### src/rtl/lcd_pkg.sv
// rtl/lcd_pkg.sv - shared HD44780 command constants, RS encodings and write-FSM states
// Imported by lcd_write_arbiter and rr_arbiter.
package lcd_pkg;

  localparam logic [7:0] LCD_CLEAR        = 8'h01;
  localparam logic [7:0] LCD_HOME         = 8'h02;
  localparam logic [7:0] LCD_HOME_ALT     = 8'h03;
  localparam logic [7:0] LCD_ENTRY        = 8'h06;
  localparam logic [7:0] LCD_DISPLAY_ON   = 8'h0C;
  localparam logic [7:0] LCD_FUNCTION_SET = 8'h38;
  localparam logic [7:0] LCD_SET_DDRAM    = 8'h80;

  localparam logic RS_CMD  = 1'b0;
  localparam logic RS_DATA = 1'b1;

  typedef logic [2:0] lcd_state_t;
  localparam lcd_state_t ST_IDLE  = 3'd0;
  localparam lcd_state_t ST_SETUP = 3'd1;
  localparam lcd_state_t ST_PULSE = 3'd2;
  localparam lcd_state_t ST_HOLD  = 3'd3;
  localparam lcd_state_t ST_EXEC  = 3'd4;
  localparam lcd_state_t ST_DONE  = 3'd5;

  // Clear and return-home need the long execution wait on the controller.
  function automatic logic is_long_cmd(input logic rs, input logic [7:0] data);
    return (rs == RS_CMD) &&
           ((data == LCD_CLEAR) || (data == LCD_HOME) || (data == LCD_HOME_ALT));
  endfunction

  function automatic int max2(input int a, input int b);
    return (a > b) ? a : b;
  endfunction

endpackage

### src/rtl/rr_arbiter.sv
// rtl/rr_arbiter.sv - combinational round-robin pick of the first request at or above pointer
// Pointer must be below NREQ; outputs are zero when no request is set.
module rr_arbiter
  import lcd_pkg::*;
#(
  parameter int NREQ = 3,
  localparam int IW = $clog2(NREQ)
) (
  input  logic [NREQ-1:0] req,
  input  logic [IW-1:0]   pointer,
  output logic [NREQ-1:0] grant,
  output logic [IW-1:0]   index
);

  logic [IW:0] cand;
  logic        found;

  always_comb begin
    grant = '0;
    index = '0;
    found = 1'b0;
    cand  = '0;
    for (int k = 0; k < NREQ; k++) begin
      cand = {1'b0, pointer} + (IW + 1)'(k);
      if (cand >= (IW + 1)'(NREQ)) cand = cand - (IW + 1)'(NREQ);
      if (!found && req[cand[IW-1:0]]) begin
        found                = 1'b1;
        grant[cand[IW-1:0]]  = 1'b1;
        index                = cand[IW-1:0];
      end
    end
  end

endmodule

### src/rtl/lcd_write_arbiter.sv
// rtl/lcd_write_arbiter.sv - round-robin sharing of the LCD write bus with full E-strobe write cycle
// Optional grant lock for multi-byte sequences: LCD_ARB_LOCK_EN.
module lcd_write_arbiter
  import lcd_pkg::*;
#(
  parameter int NREQ        = 3,
  parameter int T_SETUP     = 1,
  parameter int T_PULSE     = 1,
  parameter int T_HOLD      = 1,
  parameter int T_EXEC      = 40,
  parameter int T_EXEC_LONG = 1640
) (
  input  logic              clk,
  input  logic              resetn,
  input  logic [NREQ-1:0]   req,
  input  logic [NREQ-1:0]   req_rs,
  input  logic [8*NREQ-1:0] req_data,
  input  logic [NREQ-1:0]   lock,
  output logic [NREQ-1:0]   ack,
  output logic              busy,
  output logic              LCD_E,
  output logic              LCD_RS,
  output logic              LCD_RW,
  output logic [7:0]        LCD_DATA
);

  localparam int IW   = $clog2(NREQ);
  localparam int TMAX = max2(max2(max2(T_SETUP, T_PULSE), max2(T_HOLD, T_EXEC)), T_EXEC_LONG);
  localparam int CW   = $clog2(TMAX + 1);

  lcd_state_t      state;
  logic [CW-1:0]   cnt;
  logic [IW-1:0]   ptr;
  logic [NREQ-1:0] granted;
  logic [NREQ-1:0] arb_grant;
  logic [IW-1:0]   arb_index;
  logic            sel_rs;
  logic [7:0]      sel_data;

  rr_arbiter #(.NREQ(NREQ)) u_rr_arbiter (
    .req     (req),
    .pointer (ptr),
    .grant   (arb_grant),
    .index   (arb_index)
  );

  always_comb begin
    sel_rs   = 1'b0;
    sel_data = 8'h00;
    for (int i = 0; i < NREQ; i++) begin
      if (arb_index == IW'(i)) begin
        sel_rs   = req_rs[i];
        sel_data = req_data[8*i +: 8];
      end
    end
  end

  assign busy   = (state != ST_IDLE);
  assign LCD_RW = 1'b0;

`ifndef LCD_ARB_LOCK_EN
  logic unused_lock;
  assign unused_lock = ^lock;
`endif

  // E and ack are registered off the state, so both lag the state by one cycle.
  always_ff @(posedge clk or negedge resetn) begin
    if (!resetn) begin
      state    <= ST_IDLE;
      cnt      <= '0;
      ptr      <= '0;
      granted  <= '0;
      ack      <= '0;
      LCD_E    <= 1'b0;
      LCD_RS   <= 1'b0;
      LCD_DATA <= 8'h00;
    end else begin
      LCD_E <= (state == ST_PULSE);
      ack   <= (state == ST_DONE) ? granted : '0;
      case (state)
        ST_IDLE: begin
          if (|req) begin
            granted  <= arb_grant;
            LCD_RS   <= sel_rs;
            LCD_DATA <= sel_data;
            ptr      <= (arb_index == IW'(NREQ - 1)) ? '0 : arb_index + 1'b1;
            cnt      <= CW'(T_SETUP - 1);
            state    <= ST_SETUP;
          end
        end
        ST_SETUP: begin
          if (cnt == '0) begin
            cnt   <= CW'(T_PULSE - 1);
            state <= ST_PULSE;
          end else begin
            cnt <= cnt - 1'b1;
          end
        end
        ST_PULSE: begin
          if (cnt == '0) begin
            cnt   <= CW'(T_HOLD - 1);
            state <= ST_HOLD;
          end else begin
            cnt <= cnt - 1'b1;
          end
        end
        ST_HOLD: begin
          if (cnt == '0) begin
            cnt   <= is_long_cmd(LCD_RS, LCD_DATA) ? CW'(T_EXEC_LONG - 1) : CW'(T_EXEC - 1);
            state <= ST_EXEC;
          end else begin
            cnt <= cnt - 1'b1;
          end
        end
        ST_EXEC: begin
          if (cnt == '0) begin
            state <= ST_DONE;
          end else begin
            cnt <= cnt - 1'b1;
          end
        end
        ST_DONE: begin
`ifdef LCD_ARB_LOCK_EN
          // Holding the pointer on the owner lets it win the next IDLE again.
          if (|(lock & granted)) begin
            for (int i = 0; i < NREQ; i++) begin
              if (granted[i]) ptr <= IW'(i);
            end
          end
`endif
          cnt   <= '0;
          state <= ST_IDLE;
        end
        default: begin
          cnt   <= '0;
          state <= ST_IDLE;
        end
      endcase
    end
  end

endmodule

### config.mk
export PLATFORM = sky130hd
export DESIGN_NAME = lcd_write_arbiter
export DESIGN_NICKNAME = d
export VERILOG_FILES = /design/src/rtl/lcd_pkg.sv /design/src/rtl/rr_arbiter.sv /design/src/rtl/lcd_write_arbiter.sv
export SDC_FILE = /design/constraint.sdc
export NUM_CORES = 1
export LEC_CHECK = 0
export CAP_MARGIN = 25
export CORE_AREA = 5 5 77 79
export CTS_BUF_LIST = sky130_fd_sc_hd__clkbuf_8
export DETAILED_ROUTE_END_ITERATION = 16
export DIE_AREA = 0 0 82 84
export PLACE_DENSITY = 0.69
export SKIP_LAST_GASP = 1
export SLEW_MARGIN = 20
export SYNTH_ARGS = -nofsm -noshare
export SYNTH_HDL_FRONTEND = slang
export SYNTH_SLANG_ARGS = --single-unit
### constraint.sdc
create_clock -name clk -period 3 [get_ports clk]
set_input_delay 0.3 -clock clk [delete_from_list [all_inputs] [get_ports clk]]
set_output_delay 0.3 -clock clk [all_outputs]
set_load 0.02 [all_outputs]
==> results.py, run 1 <==
metrics = {
    "logic_synthesis": {
        "synth_area_leaders": "dfrtp_1 (38%), o21ai_0 (4.7%), mux2i_1 (4.3%)",
        "postSynthAreaPerCell_sq_um": 8.81,
        "dominantRegCellSynth": "dfrtp_1",
        "yosys_register_bits": 32,
        "yosysTopAreaCell": "dfrtp_1",
        "yosysWarnings": 0,
        "synth_edf_count": 0,
        "ys_top_cells_by_count": "dfrtp_1 (32), nor2_1 (21), nand2_1 (20), o21ai_0 (20), a21oi_1 (13)",
        "synth_most_common_cell": "dfrtp_1",
        "ys_seq_area_frac": 0.379,
        "synth_nets": 281,
        "synth_top_cell_area_share": 0.379,
        "async_reset_ff_frac": 1.00,
        "synth_area_sq_mm": 0.00211,
        "netlist_instances": 240,
        "yosysUniqueCellTypes": 56,
    },
    "power_and_ir_drop": {
        "power_frac_seq": 0.421,
        "intPower_mw": 0.815,
        "power_frac_clock": 0.432,
        "pwr-share-comb": 0.147,
        "swShare": 0.230,
        "finalPower_mw": 1.06,
        "leakage_nw": 1.12,
        "power_switching_mw": 0.243,
        "powerDensity_mw_per_mm2": 385,
        "ir_drop_v": 0.000208,
    },
    "floorplan": {
        "core_area_sq_mm": 0.00527,
        "boundaryPins": 50,
        "die_w_microns": 82,
        "die_h_microns": 84,
        "row_count": 27,
        "dieArea_sq_mm": 0.00689,
        "start_util": 0.401,
    },
    "grt": {
        "grt_pass1_vias": 1935,
        "grt_usage": 0.163,
        "grt_pass1_wl_microns": 8920,
        "grt_max_degree": 33,
        "antenna_found_initial": 0,
        "grt_overflow_total": 0,
    },
    "sta": {
        "relSlewSlack": 0.657,
        "setup_slack_ns": 0.620,
        "finalHoldViolations": 0,
        "min_period_over_period": 0.793,
        "slew_viol_final": 0,
        "tightestPinTransition_ns": 0.511,
        "grt_setup_unrepaired": "false",
        "period_needed_ns": 2.38,
        "finalSetupTns_ns": 0,
        "fmax_mhz": 420,
        "whs_ns": 0.413,
        "fin_skew_ns": 0.00665,
        "setup_violations": 0,
    },
    "drt": {
        "remaining_drc_errors": 0,
        "drtIter0Drc": 112,
        "dr.pass1.iters": 4,
        "vias": 1900,
        "routed_wl_microns": 5030,
        "routed_via_density": 5.34,
        "ant_nets": 0,
        "wl_per_cell_microns": 14.1,
    },
    "layout": {
        "drive_gt1_frac": 0.0880,
        "nFillCells": 533,
        "area_delta_synth_final_pct": 29.8,
        "regArea_sq_um": 801,
        "antenna_cells": 0,
        "fin_nets": 324,
        "multi_input_area_sq_mm": 0.00119,
    },
    "place": {
        "hpwl_microns": 3730,
        "pre_cts_ws_ns": 0.556,
        "port_buffers": 45,
        "place_congestion": 0.866,
    },
    "clocking": {
        "cts_hold_repair.buffers": 0,
        "ctsHtreeMaxLevel": 2,
        "cts_tree": "built",
        "cts_setup_buffers": 0,
        "cts_resized": 0,
        "clk_latency_ns": 0.29,
        "cts_sinks": 32,
        "cts.reportedPaths.clkPinSlew_ns": 0.07,
        "root_buffer": "clkbuf_8",
        "cts.path.max_buffers": 2,
        "cts_made_buffers": 5,
    },
    "worst_setup_path": {
        "crit_chain": "inv_1 > ha_1 > nand2b_1 > a21oi_1 > nor4b_2 > o21a_1 > buf_4 > mux2i_1 > o22ai_1",
        "crit_path_end_kind": "flop",
        "critPathArrivalTime_ns": 2.54,
        "criticalPathCategory": "flop to flop",
        "cp-start-kind": "flop",
        "slowest_stage": "dfrtp_1",
        "cp_max_fo": 13,
        "worstPathRequired_ns": 3.16,
        "cp_slowest_stage_delay_ns": 0.42,
    },
    "outcome": {
        "status": "finished, final reports clean",
    },
    "hold_path": {
        "hp-class": "input port to async pin",
    },
    "flow_run": {
        "maxCapViolCount": 0,
    },
}
## metrics by stage
step	utilization	std cells	instance area [sq um]
2_1_floorplan	-	240	2110
3_3_place_gp	0.497	348	2620
3_5_place_dp	0.497	348	2620
4_1_cts	0.521	356	2750
5_1_grt	0.521	356	2750
6_report	0.521	356	2750
## registers in the layout, indices dropped and copies added, names as in the netlist
register  flops
LCD_E         1
cnt          11
state         3
LCD_RS        1
granted       3
ptr           2
ack           3
LCD_DATA      8
## final cells by class
class / instances / share of cell area
multi-input cells: 182 / 0.434
well taps: 72 / 0.0328
repair buffers: 51 / 0.180
flip-flops and latches: 32 / 0.292
clock inverters: 1 / 0.0109
clock buffers: 7 / 0.0351
inverters: 11 / 0.0150
## final timing paths
| kind | startpoint | to | slack (ns) | cells after the start |
|---|---|---|---|---|
| worst max register to register | ptr[1] | LCD_DATA[1] | 0.62 | 9 |
| worst min-delay path | resetn | cnt[0] | 0.41 | 2 |
| worst max-delay path | ptr[1] | LCD_DATA[1] | 0.62 | 9 |
| min in group clk | granted[0] | granted[0] | 0.47 | 2 |
| worst min register to register | granted[0] | granted[0] | 0.47 | 2 |
| max in group asynchronous | resetn | cnt[8] | 2.30 | 2 |
## placed cells by master, fill, tap and decap left out, types with 2 or more instances in the layout
cell type        instances
nand3_1                  5
inv_1                   11
a32oi_1                  2
a22o_1                   3
buf_4                    6
a22oi_1                  3
ha_1                     6
nand2b_1                 7
nor2b_1                  4
mux2i_1                  9
dfrtp_1                 32
clkbuf_8                 7
nor3_1                   7
and2_1                   5
a221o_1                  2
o32ai_2                  2
o21ai_0                 20
a21oi_1                 13
clkdlybuf4s50_1         45
nand2_1                 20
nor2_1                  21
xnor2_1                  2
a21oi_2                  2
nor3b_1                  2
nor4b_1                  2
nand4_1                  2
o22ai_1                 10
nor4_2                   3
nor4_1                   2
or3_1                    4
## layer usage
| layer | share of wire | wire length [microns] | track usage | up-vias |
|---|---|---|---|---|
| li1 | - | - | - | 951 |
| met3 | 0.074 | 371 | 0.0508 | 5 |
| met1 | 0.45 | 2270 | 0.210 | 888 |
| met5 | 0 | 0 | 0 | - |
| met2 | 0.46 | 2320 | 0.256 | 56 |
| met4 | 0.014 | 70 | 0.0498 | 0 |
## cell families (layout without fill, tap and decap cells)
| family | Yosys count | count (layout) | share of synthesized area |
|---|---|---|---|
| AO/OA/AOI/OAI | 70 | 70 | 0.227 |
| XOR/XNOR | 3 | 3 | 0.0124 |
| adder cells (fa/ha/maj) | 7 | 7 | 0.0402 |
| buffers and inverters | 26 | 70 | 0.0580 |
| flip-flops | 32 | 32 | 0.379 |
| multiplexers | 9 | 9 | 0.0426 |
| other | 1 | 1 | 0.00177 |
| AND/OR/NAND/NOR | 92 | 92 | 0.239 |
## worst max-delay path: cells and delay by family (launching register included)
family / cells / cell delay [ns]
AOI/OAI and AO/OA: 3 / 0.36
adders and majority gates: 1 / 0.42
muxes: 1 / 0.22
buffers and inverters: 2 / 0.29
DFF: 1 / 0.42
and+or+nand+nor: 2 / 0.53
## power groups by stage
| stage | combinational, mW | sequential [mW] | clock (mW) |
|---|---|---|---|
| 2_1_floorplan | 0.0710 | 0.459 | 0 |
| 5_1_grt | 0.171 | 0.446 | 0.485 |
| 6_report | 0.155 | 0.445 | 0.457 |
| 4_1_cts | 0.157 | 0.445 | 0.467 |
| 3_3_place_gp | 0.156 | 0.453 | 0 |
| 3_5_place_dp | 0.156 | 0.454 | 0 |
No activity file was read; power rests on OpenSTA's default activity.
==> run 2: changes to the inputs <==
Clock period 3 ns to 2.35 ns, I/O delays scaled along.
==> results.py, run 2 (synthesized netlist as in run 1, its figures left out) <==
metrics = {
    "floorplan": {
        "die_h_microns": 84,
        "core_area_sq_mm": 0.00527,
        "boundaryPins": 50,
        "row_count": 27,
        "start_util": 0.401,
        "die_w_microns": 82,
        "dieArea_sq_mm": 0.00689,
    },
    "clocking": {
        "cts_made_buffers": 5,
        "cts.reportedPaths.clkPinSlew_ns": 0.07,
        "clk_latency_ns": 0.28,
        "cts.path.max_buffers": 2,
        "ctsHtreeMaxLevel": 2,
        "cts_sinks": 32,
        "cts_hold_repair.buffers": 0,
        "cts_tree": "built",
        "root_buffer": "clkbuf_8",
    },
    "worst_setup_path": {
        "reg2reg_setup_slack_ns": 0.13,
        "crit_family": "compound AO/OA/AOI/OAI gates",
        "criticalPathCategory": "flop to flop",
        "worst-path-buf-inv": 2,
        "worstPathRequired_ns": 2.50,
        "crit_path_end_kind": "flop",
        "cp_slowest_stage_delay_ns": 0.39,
        "r2r-start": "ptr[0]",
        "critPathArrivalTime_ns": 2.37,
        "cp_max_fo": 5,
        "r2r-end": "LCD_DATA[6]",
        "slowest_stage": "a221o_1",
        "crit_chain": "inv_1 > ha_4 > or3b_1 > a221o_1 > a21oi_4 > buf_4 > nor2_1 > a32oi_1 > o21ai_0",
        "worst-r2r-cell-count": 9,
        "cp-start-kind": "flop",
    },
    "power_and_ir_drop": {
        "power_frac_clock": 0.365,
        "swShare": 0.243,
        "power_switching_mw": 0.302,
        "ir_drop_v": 0.000303,
        "pwr-share-comb": 0.178,
        "leakage_nw": 1.20,
        "intPower_mw": 0.942,
        "powerDensity_mw_per_mm2": 432,
        "power_frac_seq": 0.457,
    },
    "drt": {
        "dr.pass1.iters": 4,
        "routed_wl_microns": 5310,
        "routed_via_density": 5.29,
        "vias": 1967,
        "remaining_drc_errors": 0,
        "drtIter0Drc": 135,
        "wl_per_cell_microns": 14.3,
        "ant_nets": 0,
    },
    "layout": {
        "largest_reg_flops": 11,
        "fin_nets": 341,
        "max_flop_register": "cnt",
        "layout_commonest_cell": "clkdlybuf4s50_1",
        "final_cell_mix": "clkdlybuf4s50_1 (45), dfrtp_1 (32), buf_4 (22)",
        "reg_top3": "cnt: 11 flops, LCD_DATA: 8 flops",
        "final_core_util": 0.547,
        "area_delta_synth_final_pct": 36.2,
        "drive_gt1_frac": 0.150,
        "antenna_cells": 0,
    },
    "sta": {
        "setup_violations": 0,
        "min_period_over_period": 0.943,
        "fin_skew_ns": 0.00343,
        "fmax_mhz": 451,
        "relSlewSlack": 0.645,
        "finalHoldViolations": 0,
        "grt_setup_unrepaired": "true",
        "period_needed_ns": 2.22,
        "slew_viol_final": 0,
        "tightestPinTransition_ns": 0.528,
        "whs_ns": 0.370,
    },
    "hold_path": {
        "hp-class": "input port to async pin",
    },
    "grt": {
        "grt_usage": 0.169,
        "grt_pass1_wl_microns": 9310,
        "grt_max_degree": 33,
        "antenna_found_initial": 0,
        "grt_overflow_total": 0,
        "grt_pass1_vias": 2008,
    },
    "outcome": {
        "status": "finished, final reports clean",
    },
    "place": {
        "place_congestion": 0.931,
        "hpwl_microns": 4000,
        "port_buffers": 45,
    },
    "flow_run": {
        "maxCapViolCount": 0,
    },
}
==> run 2: per-stage QoR <==
stage | instances | power (mW) | area (sq um) | setup slack [ns] | setup TNS (ns)
after floorplan | 240 | 0.677 | 2110 | 0.242 | 0
after global placement | 361 | 0.795 | 2730 | 0.0642 | 0
after detailed placement | 361 | 0.795 | 2730 | 0.0393 | 0
after CTS | 368 | 1.25 | 2830 | 0.0203 | 0
after global routing | 372 | 1.31 | 2880 | -0.0388 | -0.0961
final | 372 | 1.24 | 2880 | 0.133 | 0
==> run 2: power groups by stage <==
stage          clock [mW]  combinational [mW]  sequential (mW)
3_3_place_gp            0               0.216            0.579
2_1_floorplan           0              0.0906            0.587
4_1_cts             0.464               0.218            0.569
3_5_place_dp            0               0.216            0.579
6_report            0.454               0.222            0.569
5_1_grt             0.495               0.243            0.570
==> run 2: final cells by class <==
type | instances | area [sq um]
Clock buffer | 7 | 96.3
Fill cell | 512 | 2390
Inverter | 11 | 41.3
Multi-Input combinational cell | 182 | 1220
Sequential cell | 32 | 801
Tap cell | 72 | 90.1
Timing Repair Buffer | 68 | 636
==> run 2: what timing repair did <==
| item | 4_1_cts | 5_1_grt |
|---|---|---|
| setup buffers | 0 | 4 |
| endpoints found under the hold margin | 0 | 0 |
| gates resized for setup | 0 | 4 |
| endpoints found under the setup margin | 0 | 11 |
==> run 2: how the worst max path moves through the flow <==
stage,startpoint,to,depth (start not counted)
2_1_floorplan,ptr[0],LCD_DATA[5],9
6_report,ptr[0],LCD_DATA[6],9
5_1_grt,ptr[1],LCD_DATA[6],8
3_3_place_gp,ptr[0],LCD_DATA[1],8
3_5_place_dp,ptr[0],LCD_DATA[2],8
4_1_cts,ptr[0],LCD_DATA[2],8
==> run 2: per-layer routing <==
| layer | vias to the layer above | part of all wire | track usage |
|---|---|---|---|
| li1 | 985 | - | - |
| met1 | 902 | 0.46 | 0.231 |
| met2 | 73 | 0.46 | 0.256 |
| met3 | 7 | 0.074 | 0.0529 |
| met4 | 0 | 0.012 | 0.0468 |
| met5 | - | 0 | 0 |
==> run 3: changes to the inputs <==
Settings changed: CORE_AREA 5 5 77 79 to 2 2 74 76, DIE_AREA 0 0 82 84 to 0 0 76 78.
==> results.py, run 3 (synthesized netlist as in run 1, its figures left out) <==
metrics = {
    "worst_setup_path": {
        "cp-endpoint": "LCD_DATA[6]",
        "cp_max_fo": 6,
        "critPathArrivalTime_ns": 2.44,
        "r2r-start": "ptr[0]",
        "r2r-end": "LCD_DATA[6]",
        "cp-start-kind": "flop",
        "criticalPathCategory": "flop to flop",
        "reg2reg_setup_slack_ns": 0.1,
        "crit_path_end_kind": "flop",
        "startpoint": "ptr[0]",
        "worstPathRequired_ns": 2.54,
        "worst-r2r-cell-count": 9,
    },
    "place": {
        "hpwl_microns": 3850,
        "port_buffers": 45,
        "place_area_sq_mm": 0.00271,
        "pre_cts_ws_ns": 0.0181,
        "place_congestion": 0.867,
    },
    "layout": {
        "largest_reg_flops": 11,
        "area_delta_synth_final_pct": 36.9,
        "layout_commonest_cell": "clkdlybuf4s50_1",
        "nFillCells": 470,
        "reg_top3": "cnt: 11 flops, LCD_DATA: 8 flops",
        "max_flop_register": "cnt",
        "final_core_util": 0.574,
        "antenna_cells": 0,
        "fin_nets": 339,
        "drive_gt1_frac": 0.154,
        "final_cell_mix": "clkdlybuf4s50_1 (45), dfrtp_1 (31), nor2_1 (21)",
        "finish.instance_area_sq_mm": 0.00289,
    },
    "power_and_ir_drop": {
        "leakage_nw": 1.20,
        "power_frac_clock": 0.361,
        "intPower_mw": 0.949,
        "powerDensity_mw_per_mm2": 433,
        "ir_drop_v": 0.000251,
        "power_frac_seq": 0.454,
        "swShare": 0.244,
        "pwr-share-comb": 0.185,
        "power_switching_mw": 0.306,
    },
    "floorplan": {
        "boundaryPins": 50,
        "die_h_microns": 78,
        "row_count": 26,
        "start_util": 0.419,
        "die_w_microns": 76,
        "dieArea_sq_mm": 0.00593,
        "core_area_sq_mm": 0.00504,
    },
    "clocking": {
        "cts.path.max_buffers": 2,
        "cts.reportedPaths.clkPinSlew_ns": 0.07,
        "cts_tree": "built",
        "clk_latency_ns": 0.28,
        "cts_made_buffers": 5,
        "ctsHtreeMaxLevel": 2,
        "cts_sinks": 32,
        "root_buffer": "clkbuf_8",
    },
    "sta": {
        "relSlewSlack": 0.666,
        "setup_slack_ns": 0.0958,
        "finalHoldViolations": 0,
        "fmax_mhz": 444,
        "min_period_over_period": 0.959,
        "tightestPinTransition_ns": 0.496,
        "setup_violations": 0,
        "slew_viol_final": 0,
        "finalSetupTns_ns": 0,
        "period_needed_ns": 2.25,
        "fin_skew_ns": 0.00567,
    },
    "grt": {
        "antenna_found_initial": 0,
        "grt_overflow_total": 0,
        "grt_pass1_wl_microns": 9110,
        "grt_usage": 0.188,
        "grt_max_degree": 33,
        "grt_pass1_vias": 1981,
    },
    "drt": {
        "ant_nets": 0,
        "wl_per_cell_microns": 14.4,
        "drtIter0Drc": 138,
        "routed_wl_microns": 5300,
        "routed_via_density": 5.42,
        "remaining_drc_errors": 0,
        "dr.pass1.iters": 4,
        "vias": 1996,
    },
    "flow_run": {
        "maxCapViolCount": 0,
    },
    "hold_path": {
        "hp-class": "input port to async pin",
    },
    "outcome": {
        "status": "finished, final reports clean",
    },
}
-- run 3: cell types whose count changed in the layout (fill, tap and decap cells not counted), sizes merged --
cell | before | now
buf | 23 | 20
clkbuf | 7 | 8
-- run 3: layout make-up --
type,count,area [sq um],area share
tap,70,87.6,0.0303
sequential,32,802,0.277
clock buffer,7,96.3,0.0333
inverter,11,41.3,0.0143
multi-input combinational,182,1220,0.423
timing repair buffer,66,642,0.222
-- run 3: metrics by stage --
step	hold WS (ns)	total power, mW	cells
final	0.359	1.25	368
after global placement	0.455	0.789	357
after detailed placement	0.462	0.791	357
after floorplan	-0.0606	0.677	240
after CTS	0.373	1.25	364
after global routing	0.402	1.32	368
-- run 3: power groups by stage --
stage               clock network, mW  registers [mW]  logic (mW)
floorplan                           0           0.587      0.0906
global placement                    0           0.579       0.210
detailed placement                  0           0.579       0.212
CTS                             0.462           0.569       0.214
global route                    0.496           0.570       0.251
finish                          0.453           0.569       0.232
-- run 3: what timing repair did --
| item | in CTS | in global routing |
|---|---|---|
| buffers inserted | 0 | 3 |
| hold buffers | 0 | 0 |
| setup endpoints to repair | 0 | 11 |
| gates resized for setup | 0 | 10 |
-- run 3: per-layer routing --
| metal | vias to the layer above | wire, microns | global-route usage |
|---|---|---|---|
| met1 | 928 | 2430 | 0.248 |
| met4 | 0 | 73 | 0.0491 |
| met5 | - | 0 | 0 |
| met3 | 7 | 343 | 0.0512 |
| li1 | 984 | - | - |
| met2 | 77 | 2450 | 0.307 |
-- run 3: worst min path at each step --
stage	depth (start not counted)	from	slack, ns	to
finish	2	resetn	0.36	cnt[2]
global route	2	resetn	0.40	cnt[10]
CTS	2	resetn	0.37	cnt[10]
detailed placement	2	granted[2]	0.46	granted[2]
global placement	2	granted[2]	0.45	granted[2]
floorplan	0	resetn	-0.06	LCD_DATA[0]
-- run 3: critical path: stages, from the launching register on --
cell,delay (ns)
dfrtp_1,0.39
inv_2,0.08
ha_4,0.27
or3b_1,0.34
a221o_1,0.39
a21oi_4,0.15
buf_4,0.14
buf_4,0.13
a22oi_1,0.08
o21ai_0,0.19
